**src/rtl/bram_arbiter.sv**
```systemverilog
// bram_arbiter: shares one single-port synchronous BRAM between two
// req/gnt/rvalid masters with round-robin arbitration. Read data returns one
// cycle after grant. Optional macro BRAM_ARB_RMW_EN turns partial
// (byte-enable) writes into a read-modify-write sequence; without it the byte
// enables are ignored and every write is a single-cycle full-word write.
//
// state  | meaning
// IDLE   | arbitrate requests, issue one BRAM access per cycle
// RMW_WR | write back merged word of a partial write (BRAM_ARB_RMW_EN only)

module bram_arbiter #(
    parameter int ADDR_WIDTH = 12,
    parameter int DATA_WIDTH = 32,
    parameter int NUM_WORDS  = 4096
) (
    input  logic                    clk_i,
    input  logic                    rst_ni,
    input  logic                    p0_req_i,
    output logic                    p0_gnt_o,
    input  logic [ADDR_WIDTH-1:0]   p0_addr_i,
    input  logic                    p0_we_i,
    input  logic [DATA_WIDTH/8-1:0] p0_be_i,
    input  logic [DATA_WIDTH-1:0]   p0_wdata_i,
    output logic                    p0_rvalid_o,
    output logic [DATA_WIDTH-1:0]   p0_rdata_o,
    input  logic                    p1_req_i,
    output logic                    p1_gnt_o,
    input  logic [ADDR_WIDTH-1:0]   p1_addr_i,
    input  logic                    p1_we_i,
    input  logic [DATA_WIDTH/8-1:0] p1_be_i,
    input  logic [DATA_WIDTH-1:0]   p1_wdata_i,
    output logic                    p1_rvalid_o,
    output logic [DATA_WIDTH-1:0]   p1_rdata_o,
    output logic                    bram_en_o,
    output logic                    bram_we_o,
    output logic [ADDR_WIDTH-1:0]   bram_addr_o,
    output logic [DATA_WIDTH-1:0]   bram_wdata_o,
    input  logic [DATA_WIDTH-1:0]   bram_rdata_i
);

    localparam int BE_WIDTH = DATA_WIDTH / 8;
    // Depth is informational only; addresses are not range-checked.
    localparam int UNUSED_NUM_WORDS = NUM_WORDS;

`ifdef BRAM_ARB_RMW_EN
    typedef enum logic {IDLE = 1'b0, RMW_WR = 1'b1} state_e;
`else
    typedef enum logic {IDLE = 1'b0} state_e;
`endif

    state_e                  state_q, state_d;
    logic                    prio_q, prio_d;
    logic                    rvalid_q, rvalid_d;
    logic                    resp_port_q, resp_port_d;
    logic                    resp_we_q, resp_we_d;

    logic                    sel;
    logic [ADDR_WIDTH-1:0]   sel_addr;
    logic                    sel_we;
    logic [DATA_WIDTH-1:0]   sel_wdata;

    // Preferred port wins a tie; a lone requester always wins.
    assign sel       = (p0_req_i && p1_req_i) ? prio_q : p1_req_i;
    assign sel_addr  = sel ? p1_addr_i  : p0_addr_i;
    assign sel_we    = sel ? p1_we_i    : p0_we_i;
    assign sel_wdata = sel ? p1_wdata_i : p0_wdata_i;

    // resp_we_q is kept for visibility of the response type but drives no output.
    logic unused_resp_we;
    assign unused_resp_we = resp_we_q;

`ifdef BRAM_ARB_RMW_EN
    logic [BE_WIDTH-1:0]     sel_be;
    logic [ADDR_WIDTH-1:0]   lat_addr_q;
    logic [BE_WIDTH-1:0]     lat_be_q;
    logic [DATA_WIDTH-1:0]   lat_wdata_q;
    logic                    lat_port_q;
    logic [DATA_WIDTH-1:0]   merged;

    assign sel_be = sel ? p1_be_i : p0_be_i;

    // Merge latched write bytes over the word read back from the BRAM.
    always_comb begin
        merged = bram_rdata_i;
        for (int i = 0; i < BE_WIDTH; i++) begin
            if (lat_be_q[i]) merged[i*8 +: 8] = lat_wdata_q[i*8 +: 8];
        end
    end

    // Capture the partial write when entering the write-back state.
    always_ff @(posedge clk_i) begin
        if (state_q == IDLE && state_d == RMW_WR) begin
            lat_addr_q  <= sel_addr;
            lat_be_q    <= sel_be;
            lat_wdata_q <= sel_wdata;
            lat_port_q  <= sel;
        end
    end
`else
    logic unused_be;
    assign unused_be = ^{p0_be_i, p1_be_i};
`endif

    // Next-state, grant and BRAM drive; everything is suppressed while in reset.
    always_comb begin
        state_d      = state_q;
        prio_d       = prio_q;
        rvalid_d     = 1'b0;
        resp_port_d  = resp_port_q;
        resp_we_d    = resp_we_q;
        p0_gnt_o     = 1'b0;
        p1_gnt_o     = 1'b0;
        bram_en_o    = 1'b0;
        bram_we_o    = 1'b0;
        bram_addr_o  = '0;
        bram_wdata_o = '0;
        case (state_q)
            IDLE: begin
                if (rst_ni && (p0_req_i || p1_req_i)) begin
                    p0_gnt_o     = ~sel;
                    p1_gnt_o     = sel;
                    bram_en_o    = 1'b1;
                    bram_we_o    = sel_we;
                    bram_addr_o  = sel_addr;
                    bram_wdata_o = sel_wdata;
                    prio_d       = ~sel;
                    rvalid_d     = 1'b1;
                    resp_port_d  = sel;
                    resp_we_d    = sel_we;
`ifdef BRAM_ARB_RMW_EN
                    if (sel_we && sel_be != '1) begin
                        // Read the old word now, write the merge next cycle.
                        bram_we_o = 1'b0;
                        rvalid_d  = 1'b0;
                        state_d   = RMW_WR;
                    end
`endif
                end
            end
`ifdef BRAM_ARB_RMW_EN
            RMW_WR: begin
                if (rst_ni) begin
                    bram_en_o    = 1'b1;
                    bram_we_o    = 1'b1;
                    bram_addr_o  = lat_addr_q;
                    bram_wdata_o = merged;
                    rvalid_d     = 1'b1;
                    resp_port_d  = lat_port_q;
                    resp_we_d    = 1'b1;
                end
                state_d = IDLE;
            end
`endif
            default: state_d = IDLE;
        endcase
    end

    // State, priority and response tracking registers.
    always_ff @(posedge clk_i) begin
        if (!rst_ni) begin
            state_q     <= IDLE;
            prio_q      <= 1'b0;
            rvalid_q    <= 1'b0;
            resp_port_q <= 1'b0;
            resp_we_q   <= 1'b0;
        end else begin
            state_q     <= state_d;
            prio_q      <= prio_d;
            rvalid_q    <= rvalid_d;
            resp_port_q <= resp_port_d;
            resp_we_q   <= resp_we_d;
        end
    end

    assign p0_rvalid_o = rst_ni && rvalid_q && !resp_port_q;
    assign p1_rvalid_o = rst_ni && rvalid_q &&  resp_port_q;
    assign p0_rdata_o  = bram_rdata_i;
    assign p1_rdata_o  = bram_rdata_i;

endmodule

```
**config.mk**
```make
export PLATFORM = sky130hd
export DESIGN_NAME = bram_arbiter
export DESIGN_NICKNAME = d
export VERILOG_FILES = /design/src/rtl/bram_arbiter.sv
export SDC_FILE = /design/constraint.sdc
export NUM_CORES = 1
export LEC_CHECK = 0
export CORE_AREA = 3 3 96 98
export DETAILED_ROUTE_END_ITERATION = 10
export DIE_AREA = 0 0 99 101
export PLACE_DENSITY = 0.75
export REMOVE_ABC_BUFFERS = 1
export SLEW_MARGIN = 40
export SYNTH_ARGS = -nofsm -noshare
export SYNTH_HDL_FRONTEND = slang
export SYNTH_SLANG_ARGS = --single-unit
```
**constraint.sdc**
```tcl
create_clock -name clk_i -period 1.9 [get_ports clk_i]
set_clock_uncertainty 0.05 [all_clocks]
set_input_delay 0.19 -clock clk_i [delete_from_list [all_inputs] [get_ports clk_i]]
set_output_delay 0.19 -clock clk_i [all_outputs]
set_load 0.02 [all_outputs]
```
==> impl_results.md, run 1 <==
- Post-synth EDFFs: 0
- Worst hold slack: 0.3102 ns
- Clock power share: 22.5%
- Hold_sp: p1_req_i
- Seq/Total Area, Yosys: 4.424%
- Max transition margin: 84.55%
- Die H: 101 um
- DR WL/cell: 18.92 um
- Worst path cell trace: nand2_1 > nand2_2 > buf_12 > o22ai_1 > dlygate4sd2_1
- Mean Syn Cell Area: 5.728 um2
- Vias in the first global route: 1740
- Clock buffer depth: 2
- PortBufs: 143
- Hold Crit Depth: 3
- Top-count cell post-synth: nand2_1
- RSZ-0062 raised after global routing: no
- DRC viols: 0
- Critical Path Sink Type: output port
- Cell Pwr Density: 351.5 nW/um2
- R2R Path Start: prio_q
- Antenna cells: 0
- Root Buffer: clkbuf_8
- Worst-path clk slew: 0.03 ns
- CTS tree: yes
- Drt via density: 4.429
- Top FF cell, synth: dfxtp_1
- Yosys cell types: 15
- Initial Util: 15.88%
- Fmax: 594.6 MHz
- DIE WIDTH: 99 um
- Slowest-stage cell, CP: dfxtp_1
- First-pass GRT wire length: 10.72 mm
- Detail Route Antenna Nets: 0
- Max incr delay on CP: 0.39 ns
- Crit Reg-Reg Endpoint: prio_q
- Row count: 34
- Layout cell share with drive strength beyond 1: 7.767%
- Synthesized instance count: 237
- Worst-margin pin slew: 0.2326 ns
- Total vias in the final route: 1847
- Critical path depth in cells: 5
- Antenna violations before repair: 0
- P_int: 526.5 uW
- Period utilization: 88.52%
- GR Overflow Total: 0
- R2R cell count: 4
- CTS buffer count: 3
- Most frequent cells after synthesis: nand2_1, buf_4, o22ai_1, buf_2, nor2_1
- Die ar.: 9999 um2
- Yosys top cell by area: buf_4
- Setup WS pre-CTS: -0.2629 ns
- Status: completed
- Leakage: 1.087 nW
- Psw: 320.5 uW
- Placed Area: 2454 um2
- Detailed Place HPWL: 6.806 mm
- Gr usage total: 14.29%
- Largest net degree at the start of global routing: 53
- Share of flip-flops with an asynchronous set or reset: 0%
- Combinational fraction of design power: 69.0%
- Area contributors post-synth: buf_4, nand2_1, o22ai_1
- Post-synth top area share: 35.39%
- Sw Ratio: 37.84%
- Layout Nets: 444
- Final worst slack: 0.2181 ns
- #FFs+latches synth: 3
- CTS Sinks: 3
- Post-layout util: 28.18%
- Core Box Area: 8551 um2
- Pre-antenna DRT Iters: 4
- Layout Area Growth over Synthesis: 77.51%
- Max H-tree Level: 1
- CP Max Fanout: 24
- Ports: 248
- Post-Route WL: 7.890 mm
- Peak supply drop: 0.1620 mV
- Top Family by Delay on Critical Path: buffers and inverters
- Clock Latency Late Sink: 0.22 ns
- Hold Violations, Final: 0
- Netlist Area Pre-Place: 1358 um2
- RD Place Congestion: 0.8015
- WP data required: 1.66 ns
- Setup violators final: 0
- Total power: 847.0 uW
- Warnings, synthesis: 0
- Final Slew Violations: 0
- Crit start category: register
- Max-cap viol count: 0
- Design area: 2410 um2
- Final worst path period need: 1.682 ns
- Initial DRC Count: 68
- Hold Path End: rvalid_q
- Sequential share of power: 8.5%
- Hold Path Class: in2reg
- Reg2Reg Setup Slack: 0.99 ns
- Buf/Inv on CP: 2
- Critical path class: reg2out
- Arrival time at the worst endpoint: 1.44 ns
[layout make-up]
cell class	instances	area, um2
fill	950	6141
timing repair buffer	150	1465
multi-input combinational	150	696.9
tap	108	135.1
sequential	3	60.06
clock buffer	4	45.04
inverter	2	7.507
[through the flow]
| step | setup TNS [ns] | std cells |
|---|---|---|
| finish | 0 | 417 |
| CTS | 0 | 417 |
| global placement | -8.702 | 413 |
| floorplan | 0 | 155 |
| global route | 0 | 417 |
| detailed placement | -10.50 | 413 |
[routing by layer]
layer	vias up	share of wire (%)	track usage, %
li1	867	-	-
met1	789	32	13.46
met2	177	42	20.51
met3	12	25	15.92
met4	2	1.0	3.151
met5	-	0.79	5.128
[state kept, by name (all words and copies together) (netlist names)]
signal / flops
prio_q: 1
resp_port_q: 1
rvalid_q: 1
[power by group through the flow]
stage	logic (mW)	registers (mW)	clock network [mW]
5_1_grt	0.627	0.0726	0.200
2_1_floorplan	0.219	0.0718	0
6_report	0.584	0.0719	0.191
4_1_cts	0.592	0.0718	0.198
3_5_place_dp	0.639	0.0726	0
3_3_place_gp	0.632	0.0724	0
[cells in the final DEF, fill, tap and decap left out, drive strengths merged]
cell	count
o22ai	45
dfxtp	3
and3	1
inv	2
nand2	93
a21oi	1
clkbuf	14
nor2	7
o21ai	3
dlygate4sd2	33
dlymetal6s2s	1
clkdlybuf4s50	93
buf	8
clkdlybuf4s15	5
[tightest hold or removal path, delay by kind of cell]
kind / cells / cell delay [ns]
and+or+nand+nor: 2 / 0.16
buffers and inverters: 1 / 0.19
[worst max path at each step]
stage	from	slack [ns]	to
6_report	prio_q	0.22	bram_we_o
2_1_floorplan	prio_q	0.37	bram_addr_o[0]
5_1_grt	prio_q	0.15	bram_wdata_o[28]
3_5_place_dp	p0_req_i	-0.26	bram_addr_o[11]
4_1_cts	p1_req_i	0.03	bram_addr_o[11]
3_3_place_gp	p1_req_i	-0.23	bram_addr_o[11]
[kinds of logic (layout without fill, tap and decap cells)]
| family | count (synthesis) | in the layout | synth area share [%] |
|---|---|---|---|
| buffers and inverters | 84 | 156 | 44.24 |
| AOI/OAI and AO/OA | 49 | 49 | 23.04 |
| and+or+nand+nor | 101 | 101 | 28.30 |
| DFF | 3 | 3 | 4.424 |
[what timing repair did]
item                       4_1_cts  5_1_grt
setup buffers                    0        0
hold endpoints to repair         0        0
setup endpoints to repair       47       21
gates resized for setup         48       26
hold buffers                     0        0
Note: power is estimated with default switching activity, not from simulation.
==> run 2, diff against run 1 <==
Settings changed: CTS_CLUSTER_DIAMETER set to 120, TNS_END_PERCENT set to 1.
==> results of run 2 <==
Final layout, timing and power as in run 1 (identical DEF).
==> run 3, diff against run 2 <==
Settings changed: ABC_AREA set to 1, CORE_AREA 3 3 96 98 to 3 3 95 97, DIE_AREA 0 0 99 101 to 0 0 98 100, PLACE_DENSITY 0.75 to 0.77.
==> run 3 against run 2 <==
  * Worst setup slack got worse by 0.16 ns
  * Critical endpoint is now bram_wdata_o[14]
  * Critical path depth rose by 2
  * Sequential power down 2%
  * Clock power is 4% lower
  * Cell area is 2.9% higher
  * Largest cell class unchanged
  * Combinational power is 7.0% higher
  * Via count increased by 8.7%
  * Global-route usage increased by 2.7 points
  * Synthesized area is 7.7% higher
  * Flip-flop and latch count unchanged
==> impl_results.md, run 3 <==
- Max H-tree Level: 1
- R2R Path Start: prio_q
- Layout Nets: 456
- Initial DRC Count: 33
- Hold_sp: rst_ni
- Post-Route WL: 9.061 mm
- Top Family by Delay on Critical Path: buffers and inverters
- Cell Pwr Density: 355.3 nW/um2
- GR peak layer: met2
- Antenna violations before repair: 0
- Compound-Gate Fraction of Synth Area: 0.6843%
- Slowest-stage cell, CP: clkdlybuf4s50_1
- Detail Route Antenna Nets: 0
- Max-cap viol count: 0
- CP Max Fanout: 22
- Launch point of the worst path: p0_req_i
- Final worst slack: 0.05308 ns
- Netlist Area Pre-Place: 1463 um2
- Post-synthesis mux area share: 0%
- Die ar.: 9800 um2
- Setup violators final: 0
- Leakage: 1.165 nW
- Ports: 248
- Largest net degree at the start of global routing: 32
- Commonest non-fill, non-tap cell in the layout: clkdlybuf4s50_1
- Worst-margin pin slew: 0.2698 ns
- #FFs+latches synth: 3
- Pre-antenna DRT Iters: 4
- Final worst path period need: 1.847 ns
- Mean Syn Cell Area: 5.922 um2
- Simple-gate share of the synthesized area: 52.52%
- Fmax: 541.4 MHz
- CTS buffer count: 3
- Area contributors post-synth: buf_4, nand4_1, nand3_1
- Max incr delay on CP: 0.54 ns
- Drt via density: 4.714
- Yosys top cell by area: buf_4
- Period utilization: 97.21%
- Warnings, synthesis: 0
- Post-synth top area share: 37.47%
- Layout cell share with drive strength beyond 1: 15.26%
- Core Box Area: 8217 um2
- Critical path class: in2out
- Die H: 100 um
- Root Buffer: clkbuf_8
- RD Place Congestion: 0.8995
- Hold Violations, Final: 0
- Status: completed
- Critical Path Sink Type: output port
- Peak supply drop: 0.1838 mV
- DIE WIDTH: 98 um
- Vias in the first global route: 2005
- Placed Area: 2570 um2
- Antenna cells: 0
- Postcts setup bufs: 0
- Yosys cell types: 16
- Top FF cell, synth: dfxtp_1
- Met3 Use GR: 16.33%
- Seq/Total Area, Yosys: 4.106%
- Setup WS pre-CTS: -0.2799 ns
- Most frequent cells in the layout: clkdlybuf4s50_1, nand2_1, nand3_1
- Row count: 33
- Met2 usage: 27.12%
- DR WL/cell: 21.27 um
- First-pass GRT wire length: 12.54 mm
- Area share of xor/xnor cells in the synthesized design: 0%
- Post-synth EDFFs: 0
- CTS Sinks: 3
- Top-count cell post-synth: buf_4
- Crit start category: primary input
- Regs by FF count: prio_q: 1 flops, resp_port_q: 1 flops, rvalid_q: 1 flops
- Hold Path Class: in2reg
- Initial Util: 17.80%
- Clock buffer depth: 2
- Detailed Place HPWL: 7.875 mm
- Total vias in the final route: 2008
- CTS tree: yes
- Met1 Track Usage GR: 16.08%
- Most frequent cells after synthesis: buf_4, nand2_1, nand3_1, nand4_1, buf_2
- Worst-path clk slew: 0.03 ns
- Max transition margin: 82.01%
- Largest family of logic cells by synthesized area: simple AND/OR/NAND/NOR gates
- Arrival time at the worst endpoint: 1.61 ns
- Layout Area Growth over Synthesis: 69.46%
- Synthesized instance count: 247
- PortBufs: 143
- Worst path cell trace: clkdlybuf4s50_1 > nand2_2 > nand2_4 > buf_12 > nand3_1 > nand2_1 > dlygate4sd2_1
- Clock Latency Late Sink: 0.21 ns
- Synth Area in Adders: 0%
- RSZ-0062 raised after global routing: yes
- Gr usage total: 16.96%
- Share of flip-flops with an asynchronous set or reset: 0%
- Final Slew Violations: 0
- GR Overflow Total: 0
- Design area: 2479 um2
- DRC viols: 0
- Buf/Inv on CP: 3
- WP data required: 1.66 ns
[run 3: per-layer routing]
layer / wire length [um] / up-vias / part of all wire [%]
li1: - / 938 / -
met1: 3013 / 881 / 33
met2: 4026 / 183 / 44
met3: 1958 / 4 / 22
met4: 12 / 2 / 0.13
met5: 51 / - / 0.56
[run 3: area by class of cell]
cell class	count	area, um2
timing repair buffer	156	1445
inverter	5	18.77
tap	105	131.4
multi-input combinational	153	778.2
fill	905	5738
sequential	3	60.06
clock buffer	4	45.04
[run 3: where the power goes]
group / internal [mW] / switching [mW] / total (mW)
logic: 0.316 / 0.309 / 0.625
clock network: 0.143 / 0.0413 / 0.184
registers: 0.0683 / 0.00252 / 0.0708
total: 0.528 / 0.353 / 0.881
[run 3: timing repair]
action / in CTS / in global routing
setup endpoints to repair: 48 / 43
hold buffers: 0 / 0
gates resized for setup: 49 / 68
[run 3: worst paths after layout]
| check | to | slack (ns) | cells past startpoint |
|---|---|---|---|
| setup reg to reg | resp_port_q | 1.04 | 5 |
| setup / recovery | bram_wdata_o[14] | 0.05 | 7 |
| hold reg to reg | resp_port_q | 0.51 | 4 |
| hold / removal | rvalid_q | 0.29 | 3 |
[run 3: metrics by stage]
stage / hold WS (ns) / util, % / setup TNS [ns] / power, mW / instances
floorplan: 0.2658 / - / 0 / 0.3005 / 161
global placement: 0.3302 / 31.28 / -9.295 / 0.7506 / 422
detailed placement: 0.3302 / 31.28 / -11.10 / 0.7595 / 422
CTS: 0.2959 / 31.11 / 0 / 0.8933 / 426
global route: 0.3004 / 30.17 / -0.004884 / 0.9332 / 426
finish: 0.2853 / 30.17 / 0 / 0.8805 / 426
[run 3: worst min-delay path, stage by stage]
cell and delay, ns:
buf_2 0.11, inv_2 0.08, nor2_1 0.12
[run 3: cell families after synthesis]
group / after synthesis
simple gates: 151
compound gates: 2
buf+inv: 91
flops: 3
